### src/rtl/ctrl_arb_pkg.sv
// Shared types for the PC/FPGA control-source arbiter.
// State encoding plus the clock-to-millisecond divider helper.
package ctrl_arb_pkg;

    typedef enum logic [1:0] {
        FPGA_OWN      = 2'd0,
        GUARD_TO_PC   = 2'd1,
        PC_OWN        = 2'd2,
        GUARD_TO_FPGA = 2'd3
    } arbState_t;

    // Cycles per millisecond, never below 1 so very slow sim clocks still tick.
    function automatic int msDiv(input int clkHz);
        return (clkHz / 1000 < 1) ? 1 : clkHz / 1000;
    endfunction

endpackage

### src/rtl/arb_ms_timer.sv
// PC idle timer: 1 ms prescaler feeding a saturating ms counter, synchronous clear.
// oExpire is combinational and asserts on the tick that makes the count reach TIMEOUT_MS (0 disables).
module arb_ms_timer #(
    parameter int MS_DIV     = 100_000,
    parameter int TIMEOUT_MS = 5000
) (
    input  logic iClk,
    input  logic iRsn,
    input  logic iClr,
    output logic oExpire
);

    localparam int PW = (MS_DIV > 1) ? $clog2(MS_DIV) : 1;
    localparam int MW = (TIMEOUT_MS > 0) ? $clog2(TIMEOUT_MS + 1) : 1;

    logic [PW-1:0] prescCnt;
    logic [MW-1:0] msCnt;
    logic          msTick;

    assign msTick = (prescCnt == PW'(MS_DIV - 1));

    always_ff @(posedge iClk or negedge iRsn) begin
        if (!iRsn) begin
            prescCnt <= '0;
            msCnt    <= '0;
        end else if (iClr) begin
            prescCnt <= '0;
            msCnt    <= '0;
        end else begin
            prescCnt <= msTick ? '0 : prescCnt + PW'(1);
            if (msTick && msCnt != MW'(TIMEOUT_MS))
                msCnt <= msCnt + MW'(1);
        end
    end

    // Look ahead one tick so the owner FSM reacts on the very edge the count lands.
    assign oExpire = (TIMEOUT_MS != 0) && !iClr &&
                     ((msCnt == MW'(TIMEOUT_MS)) ||
                      (msTick && msCnt == MW'(TIMEOUT_MS - 1)));

endmodule

### src/rtl/ctrl_src_arbiter.sv
// Selects PC or FPGA as owner of clock/sensor controls, blanking pulses for GUARD_CYC cycles on hand-over.
// Registered outputs, no backpressure; ARB_STICKY_PC_EN removes the PC idle timeout.
module ctrl_src_arbiter
    import ctrl_arb_pkg::*;
#(
    parameter int CLK_HZ        = 100_000_000,
    parameter int PC_TIMEOUT_MS = 5000,
    parameter int GUARD_CYC     = 16
) (
    input  logic       iClk,
    input  logic       iRsn,
    input  logic       iLock,
    input  logic       iPC_Set,
    input  logic [3:0] iPC_Mode,
    input  logic       iPC_Btn_U,
    input  logic       iPC_Btn_D,
    input  logic       iPC_Btn_L,
    input  logic       iPC_Btn_R,
    input  logic       iFPGA_Set,
    input  logic [3:0] iFPGA_Mode,
    input  logic       iFPGA_Btn_U,
    input  logic       iFPGA_Btn_D,
    input  logic       iFPGA_Btn_L,
    input  logic       iFPGA_Btn_R,
    output logic       oSel,
    output logic       oBlank,
    output logic       oOwner_Chg,
    output logic       oTimeout
);

    localparam int GW = (GUARD_CYC > 1) ? $clog2(GUARD_CYC) : 1;

    arbState_t     state, nextState;
    logic          armed;
    logic          pcSetQ, fpgaSetQ;
    logic [3:0]    pcModeQ, fpgaModeQ;
    logic          pcAct, fpgaAct;
    logic [GW-1:0] guardCnt;
    logic          guardDone;
    logic          timerExpire;
    logic          selNext, blankNext, chgNext, toNext;

    // The first cycle out of reset only seeds history, so held levels are not seen as activity.
    always_ff @(posedge iClk or negedge iRsn) begin
        if (!iRsn) begin
            armed     <= 1'b0;
            pcSetQ    <= 1'b0;
            pcModeQ   <= '0;
            fpgaSetQ  <= 1'b0;
            fpgaModeQ <= '0;
        end else begin
            armed     <= 1'b1;
            pcSetQ    <= iPC_Set;
            pcModeQ   <= iPC_Mode;
            fpgaSetQ  <= iFPGA_Set;
            fpgaModeQ <= iFPGA_Mode;
        end
    end

    assign pcAct   = armed & (iPC_Btn_U | iPC_Btn_D | iPC_Btn_L | iPC_Btn_R |
                              (iPC_Set != pcSetQ) | (iPC_Mode != pcModeQ));
    assign fpgaAct = armed & (iFPGA_Btn_U | iFPGA_Btn_D | iFPGA_Btn_L | iFPGA_Btn_R |
                              (iFPGA_Set != fpgaSetQ) | (iFPGA_Mode != fpgaModeQ));

`ifdef ARB_STICKY_PC_EN
    assign timerExpire = 1'b0;
`else
    logic timerClr;
    assign timerClr = (state != PC_OWN) | pcAct;

    arb_ms_timer #(
        .MS_DIV     (msDiv(CLK_HZ)),
        .TIMEOUT_MS (PC_TIMEOUT_MS)
    ) uMsTimer (
        .iClk    (iClk),
        .iRsn    (iRsn),
        .iClr    (timerClr),
        .oExpire (timerExpire)
    );
`endif

    always_ff @(posedge iClk or negedge iRsn) begin
        if (!iRsn)
            guardCnt <= '0;
        else if (nextState != state)
            guardCnt <= '0;
        else if (state == GUARD_TO_PC || state == GUARD_TO_FPGA)
            guardCnt <= guardCnt + GW'(1);
        else
            guardCnt <= '0;
    end

    assign guardDone = (guardCnt == GW'(GUARD_CYC - 1));

    always_ff @(posedge iClk or negedge iRsn) begin
        if (!iRsn)
            state <= FPGA_OWN;
        else
            state <= nextState;
    end

    always_comb begin
        nextState = state;
        case (state)
            FPGA_OWN:
                if (pcAct && !fpgaAct && !iLock)
                    nextState = GUARD_TO_PC;
            GUARD_TO_PC:
                if (fpgaAct || iLock)
                    nextState = FPGA_OWN;
                else if (guardDone)
                    nextState = PC_OWN;
            PC_OWN:
                if (fpgaAct || iLock || timerExpire)
                    nextState = GUARD_TO_FPGA;
            GUARD_TO_FPGA:
                if (guardDone)
                    nextState = FPGA_OWN;
            default:
                nextState = FPGA_OWN;
        endcase
    end

    always_comb begin
        selNext   = (nextState == GUARD_TO_PC) || (nextState == PC_OWN);
        blankNext = (nextState == GUARD_TO_PC) || (nextState == GUARD_TO_FPGA);
        chgNext   = ((state == GUARD_TO_PC)   && (nextState == PC_OWN)) ||
                    ((state == GUARD_TO_FPGA) && (nextState == FPGA_OWN));
`ifdef ARB_STICKY_PC_EN
        toNext    = 1'b0;
`else
        toNext    = (state == PC_OWN) && (nextState == GUARD_TO_FPGA) &&
                    !fpgaAct && !iLock;
`endif
    end

    always_ff @(posedge iClk or negedge iRsn) begin
        if (!iRsn) begin
            oSel       <= 1'b0;
            oBlank     <= 1'b0;
            oOwner_Chg <= 1'b0;
            oTimeout   <= 1'b0;
        end else begin
            oSel       <= selNext;
            oBlank     <= blankNext;
            oOwner_Chg <= chgNext;
            oTimeout   <= toNext;
        end
    end

endmodule

### config.mk
export PLATFORM = sky130hd
export DESIGN_NAME = ctrl_src_arbiter
export DESIGN_NICKNAME = d
export VERILOG_FILES = /design/src/rtl/ctrl_arb_pkg.sv /design/src/rtl/arb_ms_timer.sv /design/src/rtl/ctrl_src_arbiter.sv
export SDC_FILE = /design/constraint.sdc
export NUM_CORES = 1
export LEC_CHECK = 0
export BUFFER_PORTS_ARGS = -buffer_cell sky130_fd_sc_hd__buf_2
export CAP_MARGIN = 20
export CORE_ASPECT_RATIO = 0.5
export CORE_MARGIN = 5
export CORE_UTILIZATION = 50
export DETAILED_ROUTE_END_ITERATION = 10
export GPL_TIMING_DRIVEN = 0
export PLACE_DENSITY = 0.8
export SETUP_SLACK_MARGIN = 0.02
export SYNTH_ARGS = -nofsm -noshare
export SYNTH_HDL_FRONTEND = slang
export SYNTH_SLANG_ARGS = --single-unit
### constraint.sdc
create_clock -name iClk -period 3.15 [get_ports iClk]
set_input_delay 0.63 -clock iClk [delete_from_list [all_inputs] [get_ports iClk]]
set_output_delay 0.63 -clock iClk [all_outputs]
set_load 0.02 [all_outputs]
==> results of run 1 <==
==> state kept, by name, indices dropped and copies added (netlist names), 4 cells and up <==
signal and flops:
uMsTimer.prescCnt 17, uMsTimer.msCnt 13, pcModeQ 4, fpgaModeQ 4
guardCnt 4
==> layer usage <==
metal	vias up	global-route usage [%]	wire, um
met1	883	17.2	2040
met3	5	3.09	121
met4	0	4.85	48
met2	17	27.4	2270
met5	-	0	0
li1	891	-	-
==> final timing paths <==
check	end	slack, ns	cells past startpoint
worst max-delay path	oOwner_Chg	0.44	8
worst min-delay path	uMsTimer.prescCnt[9]	0.19	1
worst max register to register	oOwner_Chg	0.44	8
worst min register to register	guardCnt[0]	0.47	1
max in group asynchronous	state[1]	2.49	2
min in group iClk	fpgaModeQ[1]	0.45	1
==> critical path, cell delays in order (launching register included) <==
cell and delay [ns]:
dfrtp_1 0.47, or4b_1 0.56, nor4_2 0.47, a21oi_1 0.16, o311ai_2 0.30, o2111ai_1 0.20
ha_1 0.24, mux2i_1 0.14, nor2b_1 0.06
==> cells in the final DEF (no fill, tap or decap), types with 5 or more instances in the layout <==
cell type / netlist / layout
inv_1: 6 / 6
nor2_4: 8 / 8
nand2_1: 13 / 13
nand4_1: 13 / 13
xnor2_1: 11 / 11
xor2_1: 24 / 24
clkbuf_8: 0 / 5
dfrtp_1: 50 / 50
a21oi_1: 7 / 7
nor3_1: 5 / 5
buf_2: 0 / 24
ha_1: 7 / 7
nand3_1: 17 / 17
nor2_1: 28 / 28
==> power groups by stage <==
stage / combinational [mW] / sequential (mW) / clock (mW)
floorplan: 0.213 / 0.763 / 0
global placement: 0.309 / 0.744 / 0
detailed placement: 0.320 / 0.749 / 0
CTS: 0.322 / 0.736 / 0.379
global route: 0.359 / 0.744 / 0.402
finish: 0.319 / 0.735 / 0.370
==> area by class of cell <==
type,count,area (sq um),share of cell area (%)
Timing Repair Buffer,25,140,4.88
Clock inverter,3,21.3,0.741
Inverter,6,22.5,0.785
Clock buffer,5,68.8,2.40
Multi-Input combinational cell,177,1230,42.7
Sequential cell,50,1250,43.6
Tap cell,70,87.6,3.05
Buffer,7,51.3,1.79
==> per-stage QoR <==
stage | setup WS (ns) | area, sq um | total power, mW | std cells | utilization, %
after floorplan | 0.530 | 2550 | 0.976 | 240 | -
after global placement | 0.226 | 2760 | 1.05 | 334 | 55.9
after detailed placement | 0.175 | 2760 | 1.07 | 334 | 55.9
after CTS | 0.425 | 2850 | 1.44 | 342 | 57.8
after global routing | 0.244 | 2870 | 1.50 | 343 | 58.2
final | 0.444 | 2870 | 1.42 | 343 | 58.2
==> cell families after synthesis <==
kind of cell / after synthesis / share of synthesized area [%]
AO/OA/AOI/OAI: 18 / 5.05
flip-flops: 50 / 49.0
AND/OR/NAND/NOR: 115 / 27.0
XOR/XNOR: 35 / 12.0
multiplexers: 1 / 0.392
buffers and inverters: 13 / 2.89
adder cells (fa/ha/maj): 7 / 3.43
other: 1 / 0.147
==> impl_metrics.yaml, run 1 <==
timing:
  setup_tns_ns: 0
  hold_ws_ns: 0.185
  relSlewSlack_pct: 61.7
  setup_violations: 0
  finalCritPeriodShare_pct: 85.9
  fmax_mhz: 370
  skew_ns: 0.00717
  slew_viol_final: 0
  grt_setup_unrepaired: "no"
  hold_viol: 0
  period_needed_ns: 2.71
  tightest_slew_ns: 0.570
placement:
  io_buffer_count: 24
  place_congestion: 0.826
  place_hpwl_mm: 3.25
die:
  top_level_ports: 25
  start_util_pct: 51.7
  core_sq_um: 4930
  rows: 18
  die_y_um: 60.5
  die_area_sq_um: 6720
  die_w_um: 111
setup_path:
  end_kind: "register"
  cp.arrival_ns: 2.90
  crit_required_ns: 3.35
  crit_start: "uMsTimer.prescCnt[5]"
  critical_path_class: "reg -> reg"
  worstReg2RegStart: "uMsTimer.prescCnt[5]"
  path_max_fanout: 7
  critPathLaunchType: "register"
logic_synthesis:
  yosys.area.top_type: "dfrtp_1"
  synth-async-reset-ratio_pct: 100
  ys.flop_type: "dfrtp_1"
  yosys-top-cells-area: "dfrtp_1, xor2_1, nor2_1"
  synth_top_area_share_pct: 49.0
  avgSynthCellArea_sq_um: 10.6
  syn_inst: 240
  yosys.cell_types.count: 47
  synthTopCellsByCount: "dfrtp_1, nor2_1, xor2_1"
  syn-cell-area_sq_um: 2550
  ys_warn_count: 0
  yosysSeqAreaShare_pct: 49.0
  synth_most_common_cell: "dfrtp_1"
  ys_ff_latch: 50
  synthesis.nets: 268
  synth_edf_count: 0
outcome:
  status: "completed"
layout:
  nNetsFinal: 300
  antenna_cells: 0
  area_growth_pct: 12.5
  fillers: 429
  drive_gt1_share_pct: 19.4
pwr:
  power.share.sequential_pct: 51.6
  p_leak_nw: 1.16
  pwr-share-clk_pct: 26.0
  ir_drop_mv: 0.258
  powerDensity_nw_per_um2: 496
  p_int_uw: 981
  switching_share_pct: 31.1
  p_switching_uw: 443
  p_comb_share_pct: 22.4
global_routing:
  track_usage_pct: 14.5
  grt_pass1_wl_mm: 7.98
  grt_pass1_vias: 1824
  grt_max_degree: 51
  grt.overflow.total: 0
  antenna_found_initial: 0
clock_network:
  worstSkewPairLatency_ns: 0.31
  cts_hold_buf: 0
  cts_tree: "yes"
  cts_buffers: 5
  cts_resized: 0
  cts_buffer_depth: 2
  clkSlewWorstSetupHoldPaths_ns: 0.09
  cts.sinks: 50
  cts_root_buf: "clkbuf_8"
  cts_max_level: 2
  post-cts-setup-buffers: 0
drt:
  routedWlPerCell_um: 13.1
  routed_wirelength_mm: 4.48
  vias_per_cell: 5.24
  first_pass_iters: 4
  via_count: 1796
  drtIter0Drc: 110
  drc: 0
  antenna_left: 0
worst_hold_path:
  hold_class: "in -> async"
flow_run:
  drv_cap: 0
(Power assumes the default switching activity.)
==> run 2: changes to the inputs <==
CORE_UTILIZATION = 58   (was 50)
PLACE_DENSITY = 0.89   (was 0.8)
==> run 2 against run 1 <==
Against the previous run: clock-buffer cell count is 3 higher; via count is 2.4% higher; largest power group unchanged; die area is 12% lower.
==> impl_metrics.yaml, run 2 (synthesis results as in run 1) <==
outcome:
  status: "completed"
global_routing:
  antenna_found_initial: 0
  track_usage_pct: 18.3
  grt_pass1_vias: 1958
  grt.overflow.total: 0
  grt_pass1_wl_mm: 8.72
  grt_max_degree: 51
timing:
  fmax_mhz: 366
  setup_tns_ns: 0
  slew_viol_final: 0
  tightest_slew_ns: 0.575
  setup_violations: 0
  hold_viol: 0
  finalCritPeriodShare_pct: 86.8
  skew_ns: 0.00360
  grt_setup_unrepaired: "no"
  relSlewSlack_pct: 61.3
  setup_ws_ns: 0.417
  period_needed_ns: 2.73
layout:
  final_cell_mix: "dfrtp_1, nor2_1, xor2_1, buf_2, nand3_1"
  antenna_cells: 0
  final_cell_count_no_fill: 330
  drive_gt1_share_pct: 19.4
  largest_reg_flops: 17
  utilization_pct: 66.5
  largest_register: "uMsTimer.prescCnt"
  nNetsFinal: 300
  largestRegisters: "uMsTimer.prescCnt: 17 flops, uMsTimer.msCnt: 13 flops"
  area_growth_pct: 12.6
  final_common_cell: "dfrtp_1"
  fillers: 325
pwr:
  p_int_mw: 1.05
  switching_share_pct: 29.3
  powerDensity_nw_per_um2: 515
  ir_drop_mv: 0.221
  power.share.sequential_pct: 49.6
  p_leak_nw: 1.17
  p_switching_uw: 434
  pwr-share-clk_pct: 28.8
  p_comb_share_pct: 21.6
drt:
  drtIter0Drc: 89
  first_pass_iters: 5
  antenna_left: 0
  routed_wirelength_mm: 4.76
  via_count: 1839
  vias_per_cell: 5.57
  routedWlPerCell_um: 14.4
  drc: 0
setup_path:
  cp.arrival_ns: 2.93
  cp_slowest_cell: "or4b_1"
  crit_required_ns: 3.35
  path_max_fanout: 7
  critical_path.top_delay_family: "simple AND/OR/NAND/NOR gates"
  cp_cell_sequence: "or4b_1, nor4_2, a21oi_1, o311ai_2, o2111ai_1, ha_1, mux2i_1, nor2b_1"
  end_kind: "register"
  critPathLaunchType: "register"
  cp_num_buf_inv: 0
  critical_path_class: "reg -> reg"
  cp_slowest_stage_delay_ns: 0.56
die:
  die_area_sq_um: 5910
  top_level_ports: 25
  start_util_pct: 59.1
  die_y_um: 56.9
  die_w_um: 104
  core_sq_um: 4320
  rows: 17
clock_network:
  cts_resized: 0
  cts_buffer_depth: 2
  cts_buffers: 5
  cts.sinks: 50
  worstSkewPairLatency_ns: 0.31
  clkSlewWorstSetupHoldPaths_ns: 0.08
  cts_hold_buf: 0
  cts_tree: "yes"
  post-cts-setup-buffers: 0
  cts_max_level: 2
  cts_root_buf: "clkbuf_8"
placement:
  io_buffer_count: 24
  dpl_worst_slack_ns: 0.182
  place_hpwl_mm: 3.31
  place_congestion: 0.872
  dp.cells: 321
worst_hold_path:
  hold_class: "in -> async"
flow_run:
  drv_cap: 0
[run 2: cell types whose count changed in the layout (fill, tap and decap cells not counted), sizes merged]
cell | previous run | this run
clkinvlp | 1 | 0
clkbuf | 10 | 13
clkinv | 2 | 0
[run 2: power groups by stage]
stage	Sequential [mW]	Clock, mW	Combinational, mW
floorplan	0.763	0	0.213
global placement	0.744	0	0.305
detailed placement	0.748	0	0.320
CTS	0.735	0.433	0.322
global route	0.745	0.465	0.371
finish	0.734	0.426	0.319
[run 2: worst paths after layout]
path / from / cells past startpoint / slack, ns / end
min in group iClk: iFPGA_Mode[1] / 1 / 0.45 / fpgaModeQ[1]
max in group asynchronous: iRsn / 2 / 2.46 / uMsTimer.msCnt[3]
worst min-delay path: iRsn / 1 / 0.20 / uMsTimer.prescCnt[1]
worst min register to register: guardCnt[0] / 1 / 0.46 / guardCnt[0]
worst max-delay path: uMsTimer.prescCnt[5] / 8 / 0.42 / oOwner_Chg
worst max register to register: uMsTimer.prescCnt[5] / 8 / 0.42 / oOwner_Chg
[run 2: area by class of cell]
| class | instances | area [sq um] | share of cell area, % |
|---|---|---|---|
| well taps | 57 | 71.3 | 2.48 |
| plain buffers | 7 | 51.3 | 1.79 |
| clock buffers | 8 | 110 | 3.83 |
| repair buffers | 25 | 140 | 4.88 |
| multi-input cells | 177 | 1230 | 42.7 |
| flip-flops and latches | 50 | 1250 | 43.6 |
| inverters | 6 | 22.5 | 0.784 |
[run 2: worst register-to-register path, cell delays in order, from the launching register on]
cell and delay [ns]:
dfrtp_1 0.47, or4b_1 0.56, nor4_2 0.48, a21oi_1 0.17, o311ai_2 0.31, o2111ai_1 0.20
ha_1 0.25, mux2i_1 0.14, nor2b_1 0.06
[run 2: through the flow]
step                power [mW]  hold slack (ns)  instance area (sq um)
floorplan                0.976            0.334                   2550
global placement          1.05            0.453                   2740
detailed placement        1.07            0.459                   2740
CTS                       1.49            0.443                   2850
global route              1.58            0.200                   2870
finish                    1.48            0.197                   2870
[run 2: metal layers]
metal  track usage (%)  wire, um  vias up
met3              3.67       185       16
met2              33.4      2470       54
li1                  -         -      892
met4              9.23       154        0
met1              20.5      1950      877
met5                 0         0        -
==> run 3: changes to the inputs <==
--- a/config.mk
+++ b/config.mk
@@ -10,8 +10,8 @@
 export CORE_ASPECT_RATIO = 0.5
 export CORE_MARGIN = 5
-export CORE_UTILIZATION = 58
+export CORE_UTILIZATION = 60
 export DETAILED_ROUTE_END_ITERATION = 10
 export GPL_TIMING_DRIVEN = 0
-export PLACE_DENSITY = 0.89
+export PLACE_DENSITY = 0.92
 export SETUP_SLACK_MARGIN = 0.02
 export SYNTH_ARGS = -nofsm -noshare
==> constraint.sdc (replaced) <==
create_clock -name iClk -period 3.2 [get_ports iClk]
set_input_delay 0 -clock iClk [delete_from_list [all_inputs] [get_ports iClk]]
set_output_delay 0 -clock iClk [all_outputs]
set_load 0.02 [all_outputs]
==> run 3 against run 2 <==
Against the previous run: critical path depth unchanged; clock power grew 4%; fmax is 2.5% lower; clock skew up 0.0044 ns; first-iteration DRC count grew 21%; die area down 2.9%; non-clock buffer count rose by 11; core utilization grew 7.8 points; global-route usage up 3.1 points; wire length increased by 18%; setup slack worse by 0.020 ns; final cell count grew 2.4%; critical endpoint unchanged; largest cell class unchanged; highest routed layer unchanged.
==> impl_metrics.yaml, run 3 (synthesis results as in run 1) <==
global_routing:
  grt_pass1_vias: 1988
  grt.overflow.total: 0
  grt_max_degree: 51
  grt_pass1_wl_mm: 9.58
  antenna_found_initial: 0
  track_usage_pct: 21.4
clock_network:
  cts_buffers: 5
  cts_max_level: 2
  cts_hold_buf: 11
  cts_resized: 0
  cts_buffer_depth: 2
  cts.sinks: 50
  worstSkewPairLatency_ns: 0.30
  cts_tree: "yes"
  clkSlewWorstSetupHoldPaths_ns: 0.09
  cts_root_buf: "clkbuf_8"
  post-cts-setup-buffers: 0
drt:
  antenna_left: 0
  drc: 0
  routedWlPerCell_um: 16.6
  drtIter0Drc: 108
  vias_per_cell: 5.73
  routed_wirelength_mm: 5.63
  via_count: 1937
  first_pass_iters: 4
timing:
  finalCritPeriodShare_pct: 87.6
  period_needed_ns: 2.80
  hold_viol: 0
  skew_ns: 0.00795
  slew_viol_final: 0
  relSlewSlack_pct: 61.8
  setup_violations: 0
  grt_setup_unrepaired: "no"
  setup_ws_ns: 0.397
  fmax_mhz: 357
  tightest_slew_ns: 0.568
  setup_tns_ns: 0
layout:
  final_area_sq_um: 2980
  largestRegisters: "uMsTimer.prescCnt: 17 flops, uMsTimer.msCnt: 13 flops"
  final_cell_mix: "dfrtp_1, nor2_1, xor2_1, buf_2, nand3_1"
  area_growth_pct: 16.7
  antenna_cells: 0
  nNetsFinal: 311
  fillers: 240
  largest_reg_flops: 17
  largest_register: "uMsTimer.prescCnt"
  drive_gt1_share_pct: 18.7
  utilization_pct: 74.4
  final_common_cell: "dfrtp_1"
setup_path:
  crit_start: "uMsTimer.prescCnt[12]"
  crit_required_ns: 3.40
  critical_path_class: "reg -> reg"
  timing.rr.end: "oOwner_Chg"
  cp_slowest_stage_delay_ns: 0.72
  cp_slowest_cell: "or4b_2"
  r2r.worst_path.cells: 8
  critPathLaunchType: "register"
  end_kind: "register"
  path_max_fanout: 4
  worstReg2RegStart: "uMsTimer.prescCnt[12]"
  cp.arrival_ns: 3.00
  endpoint: "oOwner_Chg"
  r2r_slack_ns: 0.40
  cp_cell_sequence: "or4b_2, nor4_2, a21oi_1, o311ai_2, o2111ai_1, ha_1, mux2i_1, nor2b_1"
pwr:
  power.total_mw: 1.51
  p_switching_uw: 456
  ir_drop_mv: 0.227
  powerDensity_nw_per_um2: 507
  p_int_mw: 1.05
  power.share.sequential_pct: 47.9
  switching_share_pct: 30.2
  p_comb_share_pct: 22.6
  pwr-share-clk_pct: 29.5
  p_leak_nw: 1.22
die:
  die_w_um: 102
  rows: 16
  start_util_pct: 63.7
  die_y_um: 56.1
  die_area_sq_um: 5740
  top_level_ports: 25
  core_sq_um: 4000
placement:
  io_buffer_count: 24
  place_congestion: 0.876
  dpl_worst_slack_ns: 0.518
  place_hpwl_mm: 3.52
  placed_area_sq_um: 2740
outcome:
  status: "completed"
worst_hold_path:
  hold_class: "in -> async"
flow_run:
  drv_cap: 0
[run 3: cell count changes in the layout (fill, tap and decap cells not counted), sizes merged]
cell | previous run | this run
dlygate4sd3 | 0 | 11
clkbuf | 13 | 10
clkinv | 0 | 2
bufinv | 0 | 1
[run 3: power by group through the flow]
stage          Clock, mW  Combinational (mW)  Sequential [mW]
6_report           0.445               0.341            0.724
5_1_grt            0.472               0.379            0.731
4_1_cts            0.445               0.341            0.724
3_5_place_dp           0               0.328            0.737
3_3_place_gp           0               0.300            0.733
2_1_floorplan          0               0.210            0.751
[run 3: how the worst min path moves through the flow]
stage	from	cells past startpoint	slack (ns)	end
floorplan	iRsn	0	-0.30	armed
CTS	iLock	3	0.22	oTimeout
detailed placement	iPC_Mode[1]	1	0.13	pcModeQ[1]
global route	iRsn	2	0.1	uMsTimer.prescCnt[9]
finish	iRsn	2	0.08	uMsTimer.prescCnt[15]
global placement	iFPGA_Mode[1]	1	0.13	fpgaModeQ[1]
[run 3: final cells by class]
class	count	area, sq um	area share (%)
multi-input combinational	177	1230	41.2
inverter	6	22.5	0.756
clock inverter	3	40.0	1.34
tap	54	67.6	2.27
clock buffer	5	68.8	2.31
timing repair buffer	36	250	8.40
sequential	50	1250	42.0
buffer	7	51.3	1.72
[run 3: critical path: cells and delay by family, from the launching register on]
| kind | cells | cell delay [ns] |
|---|---|---|
| simple gates | 3 | 1.18 |
| compound gates | 3 | 0.70 |
| flops | 1 | 0.46 |
| fa+ha+maj | 1 | 0.25 |
| mux | 1 | 0.13 |
[run 3: metal layers]
layer,wire length [um],GRT usage (%),vias up,share of wire (%)
met5,0,0,-,0
met4,199,7.48,0,3.5
met3,244,5.13,24,4.3
met2,2890,37.6,66,51
met1,2300,25.6,929,41
li1,-,-,918,-
[run 3: per-stage QoR]
| stage | hold WS, ns | cells |
|---|---|---|
| 2_1_floorplan | -0.296 | 240 |
| 3_3_place_gp | 0.132 | 318 |
| 3_5_place_dp | 0.134 | 318 |
| 4_1_cts | 0.221 | 337 |
| 5_1_grt | 0.0975 | 338 |
| 6_report | 0.0805 | 338 |
